### src/rtl/fifo_read_arbiter.sv
// fifo_read_arbiter: packet-level round-robin arbiter for the shared FIFO read side.
// Define ARB_TIMEOUT_EN to abort a packet after TIMEOUT consecutive empty cycles.
module fifo_read_arbiter #(
    parameter int NPORTS  = 3,
    parameter int LEN_SZ  = 8,
    parameter int TIMEOUT = 16
) (
    input  logic                     clk,
    input  logic                     rst,
    input  logic [NPORTS-1:0]        req,
    input  logic [NPORTS*LEN_SZ-1:0] req_len,
    input  logic                     rempty,
    output logic                     rinc,
    output logic [NPORTS-1:0]        gnt,
    output logic                     busy,
    output logic [NPORTS-1:0]        done,
    output logic [LEN_SZ-1:0]        beat_cnt,
    output logic                     err
);
    localparam int PW = NPORTS > 1 ? $clog2(NPORTS) : 1;

    typedef enum logic {IDLE, XFER} state_t;

    state_t            state_q;
    logic [NPORTS-1:0] gnt_q, gnt_d;
    logic [LEN_SZ-1:0] cnt_q, win_len;
    logic [PW-1:0]     last_q, win;
    logic              found, last_beat, timeout;

    // Scan from the farthest candidate inward so the nearest one after last_q wins.
    always_comb begin
        logic [PW-1:0] idx;
        idx   = '0;
        win   = last_q;
        found = 1'b0;
        for (int i = NPORTS; i >= 1; i--) begin
            idx = PW'((int'(last_q) + i) % NPORTS);
            if (req[idx]) begin
                win   = idx;
                found = 1'b1;
            end
        end
    end

    assign win_len   = req_len[win*LEN_SZ +: LEN_SZ];
    assign gnt_d     = NPORTS'(1) << win;
    assign rinc      = (state_q == XFER) && !rempty;
    assign last_beat = rinc && (cnt_q == LEN_SZ'(1));
    assign done      = last_beat ? gnt_q :
                       ((state_q == IDLE) && found && (win_len == '0)) ? gnt_d : '0;
    assign gnt       = gnt_q;
    assign busy      = (state_q == XFER);
    assign beat_cnt  = cnt_q;

`ifdef ARB_TIMEOUT_EN
    localparam int SW = $clog2(TIMEOUT + 1);
    logic [SW-1:0] stall_q, stall_d;
    assign timeout = (state_q == XFER) && rempty && (stall_q == SW'(TIMEOUT - 1));
    assign stall_d = ((state_q == XFER) && rempty && !timeout) ? stall_q + 1'b1 : '0;
    assign err     = timeout;
    always_ff @(posedge clk or negedge rst) begin
        if (!rst)
            stall_q <= '0;
        else
            stall_q <= stall_d;
    end
`else
    assign timeout = 1'b0;
    assign err     = 1'b0;
`endif

    always_ff @(posedge clk or negedge rst) begin
        if (!rst) begin
            state_q <= IDLE;
            gnt_q   <= '0;
            cnt_q   <= '0;
            last_q  <= PW'(NPORTS - 1);
        end else if (state_q == IDLE) begin
            if (found) begin
                last_q <= win;
                if (win_len != '0) begin
                    state_q <= XFER;
                    gnt_q   <= gnt_d;
                    cnt_q   <= win_len;
                end
            end
        end else if (last_beat || timeout) begin
            state_q <= IDLE;
            gnt_q   <= '0;
            cnt_q   <= '0;
        end else if (rinc) begin
            cnt_q <= cnt_q - 1'b1;
        end
    end
endmodule

### config.mk
export PLATFORM = sky130hd
export DESIGN_NAME = fifo_read_arbiter
export DESIGN_NICKNAME = d
export VERILOG_FILES = /design/src/rtl/fifo_read_arbiter.sv
export SDC_FILE = /design/constraint.sdc
export NUM_CORES = 1
export LEC_CHECK = 0
export CAP_MARGIN = 10
export CORE_MARGIN = 2
export CORE_UTILIZATION = 48
export DETAILED_ROUTE_END_ITERATION = 6
export HOLD_SLACK_MARGIN = 0.03
export PLACE_DENSITY = 0.8
export SYNTH_ARGS = -nofsm -noshare
export SYNTH_HDL_FRONTEND = slang
export SYNTH_SLANG_ARGS = --single-unit
### constraint.sdc
create_clock -name clk -period 3.1 [get_ports clk]
set_input_delay 0.31 -clock clk [delete_from_list [all_inputs] [get_ports clk]]
set_output_delay 0.31 -clock clk [all_outputs]
set_load 0.01 [all_outputs]
==> Word-level counts from Yosys, hierarchy flattened <==
Index checks and enable logic that the tools add are counted.
{ "word_totals": {"regBits": 14, "out_inout_bits": 17, "word_cells": 59} }
{ "op_classes": {"n_addsub": 4, "div_mod_pow": 3, "n_lt_le_gt_ge": 3, "n_eq_ne": 3, "shift": 2, "n_mux": 27, "bitwise": 1, "n_reduce_logical": 12} }
{ "ops": {"columns": ["op", "count"], "rows": [
  ["remainder unit 32 x 3 -> 32 bit, second input constant", 3],
  ["2-to-1 mux 8 bit", 5],
  ["variable part select 24 x 6 -> 8 bit", 1],
  ["2-to-1 mux 3 bit", 6],
  ["2-to-1 mux 1 bit", 10],
  ["less-than comparator 2 x 3 -> 1 bit, second input constant", 3],
  ["== test 8 x 1 -> 1 bit, second input constant", 1],
  ["logical NOT 8 bit", 1],
  ["nonzero test 8 bit", 1],
  ["subtractor 8 x 1 -> 8 bit, second input constant", 1],
  ["adder 2 x 2 -> 3 bit, second input constant", 2],
  ["binary-select mux 1 bit (select 2 bit)", 3],
  ["2-to-1 mux 2 bit", 3],
  ["AND reduction 3 bit", 2],
  ["logical AND 1 bit", 4],
  ["nonzero test 2 bit", 2],
  ["adder 2 x 1 -> 3 bit, second input constant", 1],
  ["!= test 3 x 2 -> 1 bit, second input constant", 1],
  ["left shift 1 x 2 -> 3 bit, first input constant", 1],
  ["!= test 2 x 1 -> 1 bit, second input constant", 1],
  ["AND reduction 2 bit", 1],
  ["logical NOT 1 bit", 1],
  ["inverter 1 bit", 1]
]} }

==> Longest topological paths before layout <==
Gate-level depths: netlist of the first run.
{ "depth": {"word_depth": 12, "ltp_mapped": 11, "depth_no_buf": 9} }

==> Worst setup path before layout of the first run <==
Ideal clock, no wire load.
{ "synth_path": {"path_kind": "register -> output", "startpoint": "register last_q[1]", "endpoint": "output done[2]", "t_arrival_ps": 2426, "setup_slack_ps": 364, "stages_incl_launch_ff": 12, "n_path_buf": 2, "cell_sequence": "dfstp_2 inv_1 ha_1 buf_6 nand3b_1 o21a_1 nor3b_1 or2_1 clkbuf_1 nor3_1 inv_1 o21ai_0"} }
{ "synth_via": {"elab_chain_cells": 12} }
{ "synth_rtl": {"columns": ["item", "line_no", "rtl"], "rows": [
  ["from (decl)", "27", "logic [PW-1:0] last_q, win;"],
  ["from (signal assigned)", "77", "last_q <= PW'(NPORTS - 1);"],
  ["from (signal assigned)", "80", "last_q <= win;"],
  ["adder 2 x 2 -> 3 bit", "37", "idx = PW'((int'(last_q) + i) % NPORTS);"],
  ["remainder unit 32 x 3 -> 32 bit", "37", null],
  ["binary-select mux 1 bit (select 2 bit)", "38", "if (req[idx]) begin"],
  ["2-to-1 mux 1 bit (not written as such)", "38", null],
  ["2-to-1 mux 2 bit (3 in series)", "38", null],
  ["variable part select 24 x 6 -> 8 bit", "45", "assign win_len = req_len[win*LEN_SZ +: LEN_SZ];"],
  ["logical NOT 8 bit", "50", "((state_q == IDLE) && found && (win_len == '0)) ? gnt_d : '0;"],
  ["logical AND 1 bit", "50", null],
  ["2-to-1 mux 3 bit (*)", "50", null],
  ["2-to-1 mux 3 bit (*)", "49", "assign done = last_beat ? gnt_q :"],
  ["to (decl)", "16", "output logic [NPORTS-1:0] done,"]
]} }
Mark *: on every way between the ends. The rest lies on a longest branch, timed or not. The select of a mux whose other input is x is not followed.

==> Worst setup path in the final report of the first run <==
{ "layout_path": {"startpoint": "register last_q[1]", "endpoint": "output done[0]"} }
The elaborated chain is that of the path after synthesis.

==> parameters.txt, run 1 <==
Parameter                              Value

STA
  Setup repair after global routing missed its margin ... no
  Final critical-path required period ... 3.00 ns
  Number of endpoints with negative hold slack in the final report ... 0
  Worst max-slew margin expressed relative to the limit ... 0.588
  Setup TNS Final ... 0 ns
  Final count of negative-setup-slack endpoints ... 0
  Timing-limited maximum frequency ... 0.334 GHz
  Layout Skew ... 0.00392 ns
  Share of the clock period used by the worst path after layout ... 0.967
  Smallest hold slack ... 0.407 ns
  Worst-Margin Slew ... 0.616 ns
  Max Transition Viols Final ... 0

Power and ir drop
  Switching Fraction ... 0.468
  Register share of total power ... 0.146
  Internal power summed over all cells ... 0.00128 W
  Maximum ir drop on the vdd rail ... 0.000479 V
  Power per Cell Area ... 995 nW/um^2
  Leakage power ... 0.933 nW
  Switching power of the nets ... 0.00112 W
  Post-route total power ... 0.00240 W
  Clk network pwr share ... 0.055
  Part of the total power dissipated in combinational logic ... 0.799

Critical path
  CP Class ... reg -> out
  Endpoint required time on the critical path ... 2.79 ns
  Cell occurring most often along the worst timing path ... sky130_fd_sc_hd__buf_4
  Maximum fanout along the worst path ... 8
  CP startpoint kind ... flop
  Critical-path cell list ... buf_4, ha_4, mux2i_2, o21ai_2, buf_4, o31ai_4, a21o_2, nand2_1, a32o_1, dlygate4sd2_1
  Stage delay of the slowest cell on the critical path ... 0.54 ns
  Number of buffer and inverter instances along the worst setup path ... 3
  Kind of cell adding the most delay to the critical path ... compound AO/OA/AOI/OAI gates
  Sort of element at the end of the critical path ... output pin
  Highest-delay cell along the critical path ... sky130_fd_sc_hd__dfstp_2
  Worst path arrival time ... 2.69 ns

Global routing
  Total routing usage reported by global routing ... 0.262
  Via count of the first global-routing pass ... 1786
  Initial antenna violation count ... 0
  Wire length of the first global-routing pass ... 8420 um
  Residual overflow from global routing ... 0
  Largest net degree at the start of global routing ... 15

Logic synthesis
  Share of synthesized flip-flops with an asynchronous set or reset ... 1.00
  Syn Nets ... 238
  Sequential area share after synthesis ... 0.214
  Synth Cell Area ... 1650 um^2
  Fraction of post-synthesis cell area in the top cell type by area ... 0.198
  Number of flops mapped to enable cells by yosys ... 0
  Synthesized instance count ... 202
  Synthesized flop and latch total ... 14
  Library cells used by synthesis ... 60
  Dominant register cell in the synthesized netlist ... sky130_fd_sc_hd__dfrtp_1
  Cell type with the highest aggregate area in the netlist ... sky130_fd_sc_hd__dfrtp_1
  Top area cells in the synthesized netlist ... sky130_fd_sc_hd__dfrtp_1, sky130_fd_sc_hd__nand2_1, sky130_fd_sc_hd__ha_1
  Warnings, synthesis ... 0
  Synthesized area divided by synthesized cell count ... 8.15 um^2

Min path
  Type of the tightest min-delay check ... in -> async

Drt
  Total iterations of the first detailed-routing run ... 4
  Via count ... 1944
  Total wire length after detailed routing ... 5080 um
  Wire per inst ... 16.0 um
  DRT antenna net count ... 0
  Remaining routing DRC violations ... 0
  Drt first-iter violations ... 162
  Vias per cell ... 6.11

Clock tree
  Clk slew on worst S/H paths ... 0.09 ns
  Clock tree from TritonCTS ... done
  H-tree depth reported by CTS ... 1
  Hold-fix buffers at CTS ... 0
  Skew-Pair Late Insertion Delay ... 0.28 ns
  Clk sinks ... 14
  Clock root cell ... sky130_fd_sc_hd__clkbuf_4
  Number of buffers on the longest clock path ... 2
  Clock buffers created by TritonCTS ... 3

Floorplan
  Die outline area ... 3920 um^2
  Num ports ... 47
  Die span in x ... 62.6 um
  Std-Cell Rows ... 21
  Placeable core area ... 3310 um^2
  Die span in y ... 62.6 um
  Starting utilization of the core area ... 0.497

Finish
  Fraction of layout cells with a size suffix above 1 ... 0.221
  Synthesis-to-finish area growth ... 46.3%
  Filler Cell Count ... 293
  Antenna cells ... 0
  Number of cells in the finished layout apart from fillers ... 318
  Finished layout cell area ... 2410 um^2
  Final-stage net count ... 309

Run status
  Status ... complete, no violations

Placement
  Total instance count after detailed placement ... 312
  Number of buffers inserted by port buffering ... 45
  Total cell area at the placement stage ... 2310 um^2
  Final weighted congestion in routability-driven placement ... 0.958
  Detailed placement HPWL ... 4020 um

Flow run
  Max-cap violations ... 0
[synth_stat cells, drive strengths merged, types with 2 or more instances]
library cell	number
nand2	27
o21ai	14
dfrtp	13
nor2	11
inv	9
a31oi	8
nor3	8
nor4	8
buf	6
ha	6
mux2i	6
o21a	6
a21oi	5
o311ai	5
clkbuf	4
nand2b	4
nor3b	4
a32o	3
and2	3
and3	3
nand3b	3
o211ai	3
o221ai	3
or4	3
a2111oi	2
a221o	2
a22oi	2
a2bb2oi	2
a311o	2
and3b	2
nand3	2
nand4	2
nor2b	2
o221a	2
o22ai	2
[power by group through the flow]
stage	Clock (W)	Sequential, W	Combinational, W
after CTS	0.000135	0.000347	0.00185
after floorplan	0	0.000366	0.00109
after global routing	0.000144	0.000361	0.00206
after detailed placement	0	0.000354	0.00177
final	0.000132	0.000350	0.00191
after global placement	0	0.000352	0.00175
[logic make-up (layout without fill, tap and decap cells)]
group | count (synthesis) | after routing | share of synthesized area
multiplexers | 6 | 6 | 0.0388
flip-flops | 14 | 14 | 0.214
other | 1 | 1 | 0.00228
AND/OR/NAND/NOR | 86 | 86 | 0.283
AO/OA/AOI/OAI | 70 | 70 | 0.356
adder cells (fa/ha/maj) | 6 | 6 | 0.0456
buffers and inverters | 19 | 89 | 0.0608
[layout by cell type, fill, tap and decap left out, drive strengths merged, types with 2 or more instances in the layout]
cell type       n
nand3           2
a22oi           2
o211ai          3
ha              6
a221o           2
a32o            3
nor3b           4
o21ai          14
a2111oi         2
o221a           2
dlygate4sd2     2
a2bb2oi         2
a311o           2
and3            3
and2            3
o311ai          5
o22ai           2
nor3            8
or4             3
nor2b           2
mux2i           6
clkbuf          5
buf            31
nand4           2
nand2          27
a21oi           5
nand2b          4
and3b           2
inv             9
a31oi           8
o221ai          3
nand3b          3
nor4            8
o21a            6
dfrtp          13
clkdlybuf4s50  42
nor2           11
[sequential cells by signal, summed over array words and instances, names as in the netlist]
| register | flops |
|---|---|
| beat_cnt | 8 |
| gnt | 3 |
| last_q | 2 |
| busy | 1 |
[timing repair]
| action | 4_1_cts | 5_1_grt |
|---|---|---|
| buffers inserted | 1 | 1 |
| pin swaps | 1 | 3 |
| endpoints found under the setup margin | 3 | 3 |
| resized for setup | 9 | 10 |
| gates cloned | 0 | 0 |
[metal layers]
metal  track usage  wire length [um]  vias up
li1              -                 -      935
met1         0.380              2420      938
met2         0.419              2370       67
met3        0.0414               267        4
met4        0.0417                23        0
met5             0                 0        -
[final cells by class]
class	count	area, um^2	share of cell area
multi-input combinational	169	1250	0.520
inverter	9	33.8	0.0140
sequential	14	353	0.146
clock buffer	4	36.3	0.0151
tap	46	57.6	0.0239
timing repair buffer	76	676	0.281
[metrics by stage]
step | utilization | worst slack, ns
after floorplan | - | 0.364
after global placement | 0.697 | 0.0693
after detailed placement | 0.697 | 0.0760
after CTS | 0.720 | 0.0353
after global routing | 0.728 | 0.00152
final | 0.728 | 0.103
[path summary, 6_finish.rpt]
kind / startpoint / depth (start not counted) / to / slack (ns)
min in group clk: last_q[0]$_DFFE_PN0P_ / 2 / last_q[0]$_DFFE_PN0P_ / 0.56
max: last_q[1]$_DFFE_PN1P_ / 10 / done[0] / 0.10
min: rst / 1 / beat_cnt[3]$_DFFE_PN0P_ / 0.41
min reg2reg: last_q[0]$_DFFE_PN0P_ / 2 / last_q[0]$_DFFE_PN0P_ / 0.56
max reg2reg: last_q[1]$_DFFE_PN1P_ / 11 / beat_cnt[3]$_DFFE_PN0P_ / 0.11
max in group asynchronous: rst / 1 / last_q[0]$_DFFE_PN0P_ / 2.26
Power figures use the tool's default switching activity.
==> run 2, diff against run 1 <==
==> constraint.sdc (replaced) <==
create_clock -name clk -period 3.25 [get_ports clk]
set_input_delay 0.325 -clock clk [delete_from_list [all_inputs] [get_ports clk]]
set_output_delay 0.325 -clock clk [all_outputs]
set_load 0.01 [all_outputs]
==> run 2 against run 1 <==
Net effect:
- the flow now finishes with violations (DRC)
- via count decreased by 1.3%
- sequential share of layout area increased by 0.61 points
- non-clock buffer count decreased by 16
- final cell count decreased by 5.0%
- clock power decreased by 6%
- count of clock-buffer cells in the layout unchanged
- sequential power about the same
- sequential cell count unchanged
- critical path depth unchanged
- final area decreased by 4.0%
- first-iteration DRC count increased by 13%
==> parameters.txt, run 2 (same netlist as run 1, synthesis figures left out) <==
Parameter                              Value

Floorplan
  Die span in x ... 62.6 um
  Placeable core area ... 3310 um^2
  Die outline area ... 3920 um^2
  Std-Cell Rows ... 21
  Die span in y ... 62.6 um
  Starting utilization of the core area ... 0.497
  Num ports ... 47

Critical path
  CP Class ... reg -> out
  Highest-delay cell along the critical path ... sky130_fd_sc_hd__dfstp_2
  Maximum fanout along the worst path ... 8
  Stage delay of the slowest cell on the critical path ... 0.58 ns
  Sort of element at the end of the critical path ... output pin
  Worst Reg2Reg Path Length in Cells ... 11
  Endpoint of the most critical register-to-register path ... beat_cnt[3]$_DFFE_PN0P_
  Critical-path cell list ... inv_1, ha_4, mux2i_2, o21a_1, nor3b_2, or2_4, buf_4, nor2_1, a32o_1, dlygate4sd2_1
  Critical R2R Launch ... last_q[1]$_DFFE_PN1P_
  Worst path arrival time ... 2.75 ns
  Endpoint required time on the critical path ... 2.92 ns
  Worst setup slack for register-to-register paths ... 0.31 ns
  CP startpoint kind ... flop

Global routing
  Wire length of the first global-routing pass ... 8490 um
  Residual overflow from global routing ... 0
  Via count of the first global-routing pass ... 1764
  Initial antenna violation count ... 0
  Largest net degree at the start of global routing ... 15
  Total routing usage reported by global routing ... 0.269

Clock tree
  Skew-Pair Late Insertion Delay ... 0.27 ns
  Clock buffers created by TritonCTS ... 3
  Clock tree from TritonCTS ... done
  Number of buffers on the longest clock path ... 2
  Clk sinks ... 14
  Clock root cell ... sky130_fd_sc_hd__clkbuf_4
  Clk slew on worst S/H paths ... 0.09 ns
  H-tree depth reported by CTS ... 1

Finish
  Antenna cells ... 0
  Utilization after layout ... 0.698
  Number of cells in the finished layout apart from fillers ... 302
  Synthesis-to-finish area growth ... 40.4%
  Most frequent cells in the layout ... sky130_fd_sc_hd__clkdlybuf4s50_1, sky130_fd_sc_hd__nand2_1, sky130_fd_sc_hd__buf_4
  Flip-flop count of the largest register, all copies and words added ... 8
  Fraction of layout cells with a size suffix above 1 ... 0.168
  Most common cell after layout, fill and taps aside ... sky130_fd_sc_hd__clkdlybuf4s50_1
  Final-stage net count ... 293

STA
  Worst max-slew margin expressed relative to the limit ... 0.589
  Timing-limited maximum frequency ... 0.326 GHz
  Layout Skew ... 0.00355 ns
  Setup repair after global routing missed its margin ... no
  Smallest hold slack ... 0.432 ns
  Final count of negative-setup-slack endpoints ... 0
  Max Transition Viols Final ... 0
  Number of endpoints with negative hold slack in the final report ... 0
  Final critical-path required period ... 3.07 ns
  Worst-Margin Slew ... 0.602 ns
  Share of the clock period used by the worst path after layout ... 0.945
  Setup TNS Final ... 0 ns

Run status
  Status ... complete, but fails checks
  Violated checks ... DRC

Drt
  Wire per inst ... 16.9 um
  Vias per cell ... 6.35
  DRT antenna net count ... 0
  Total wire length after detailed routing ... 5100 um
  Remaining routing DRC violations ... 6
  Total iterations of the first detailed-routing run ... 7
  Via count ... 1918
  Drt first-iter violations ... 183

Power and ir drop
  Power per Cell Area ... 939 nW/um^2
  Leakage power ... 0.878 nW
  Maximum ir drop on the vdd rail ... 0.000452 V

Placement
  Number of buffers inserted by port buffering ... 45
  Total instance count after detailed placement ... 295
  Detailed placement HPWL ... 4020 um
  Final weighted congestion in routability-driven placement ... 0.911

Min path
  Type of the tightest min-delay check ... in -> async

Flow run
  Max-cap violations ... 0
run 2: repair_timing:
item	in CTS	in global routing
hold buffers	0	0
setup endpoints to repair	3	2
cloned	0	0
buffers inserted	2	1
resized for setup	12	7
pin swaps	0	2
run 2: layout make-up:
cell class	instances	area, um^2
Tap cell	46	57.6
Multi-Input combinational cell	169	1270
Clock buffer	4	36.3
Sequential cell	14	353
Inverter	9	33.8
Fill cell	303	998
Timing Repair Buffer	60	563
run 2: per-layer routing:
layer,vias up,routed length [um],global-route usage,share of wire
li1,908,-,-,-
met4,0,106,0.0806,0.021
met1,902,2290,0.380,0.45
met2,90,2340,0.425,0.46
met5,-,0,0,0
met3,18,359,0.0414,0.070
run 2: worst max path at each step:
stage                                startpoint      end  slack, ns  cells past startpoint
after detailed placement  last_q[1]$_DFFE_PN1P_  done[2]       0.03                     10
after global placement    last_q[1]$_DFFE_PN1P_  done[0]       0.12                     10
after CTS                 last_q[1]$_DFFE_PN1P_  done[1]      -0.02                      9
after floorplan           last_q[1]$_DFFE_PN1P_  done[2]       0.50                     11
after global routing      last_q[1]$_DFFE_PN1P_  done[0]       0.02                     10
final                     last_q[1]$_DFFE_PN1P_  done[0]       0.18                     10
run 2: where the power goes:
part	leakage [nW]	total (W)	internal, W	switching [W]
Clock	0.0210	0.000124	0.0000681	0.0000558
Sequential	0.154	0.000347	0.000251	0.0000960
Combinational	0.703	0.00170	0.000798	0.000902
run 2: through the flow:
step           total power, W  instance area [um^2]  worst slack, ns
3_3_place_gp          0.00185                  2180            0.117
5_1_grt               0.00233                  2310           0.0170
4_1_cts               0.00209                  2280          -0.0232
3_5_place_dp          0.00187                  2180           0.0341
2_1_floorplan         0.00139                  1650            0.499
6_report              0.00217                  2310            0.179
run 2: critical path, delay by kind of cell (launching register included):
family,cells,cell delay [ns]
flops,1,0.58
buf+inv,3,0.53
simple gates,3,0.47
compound gates,2,0.41
mux,1,0.26
fa+ha+maj,1,0.21
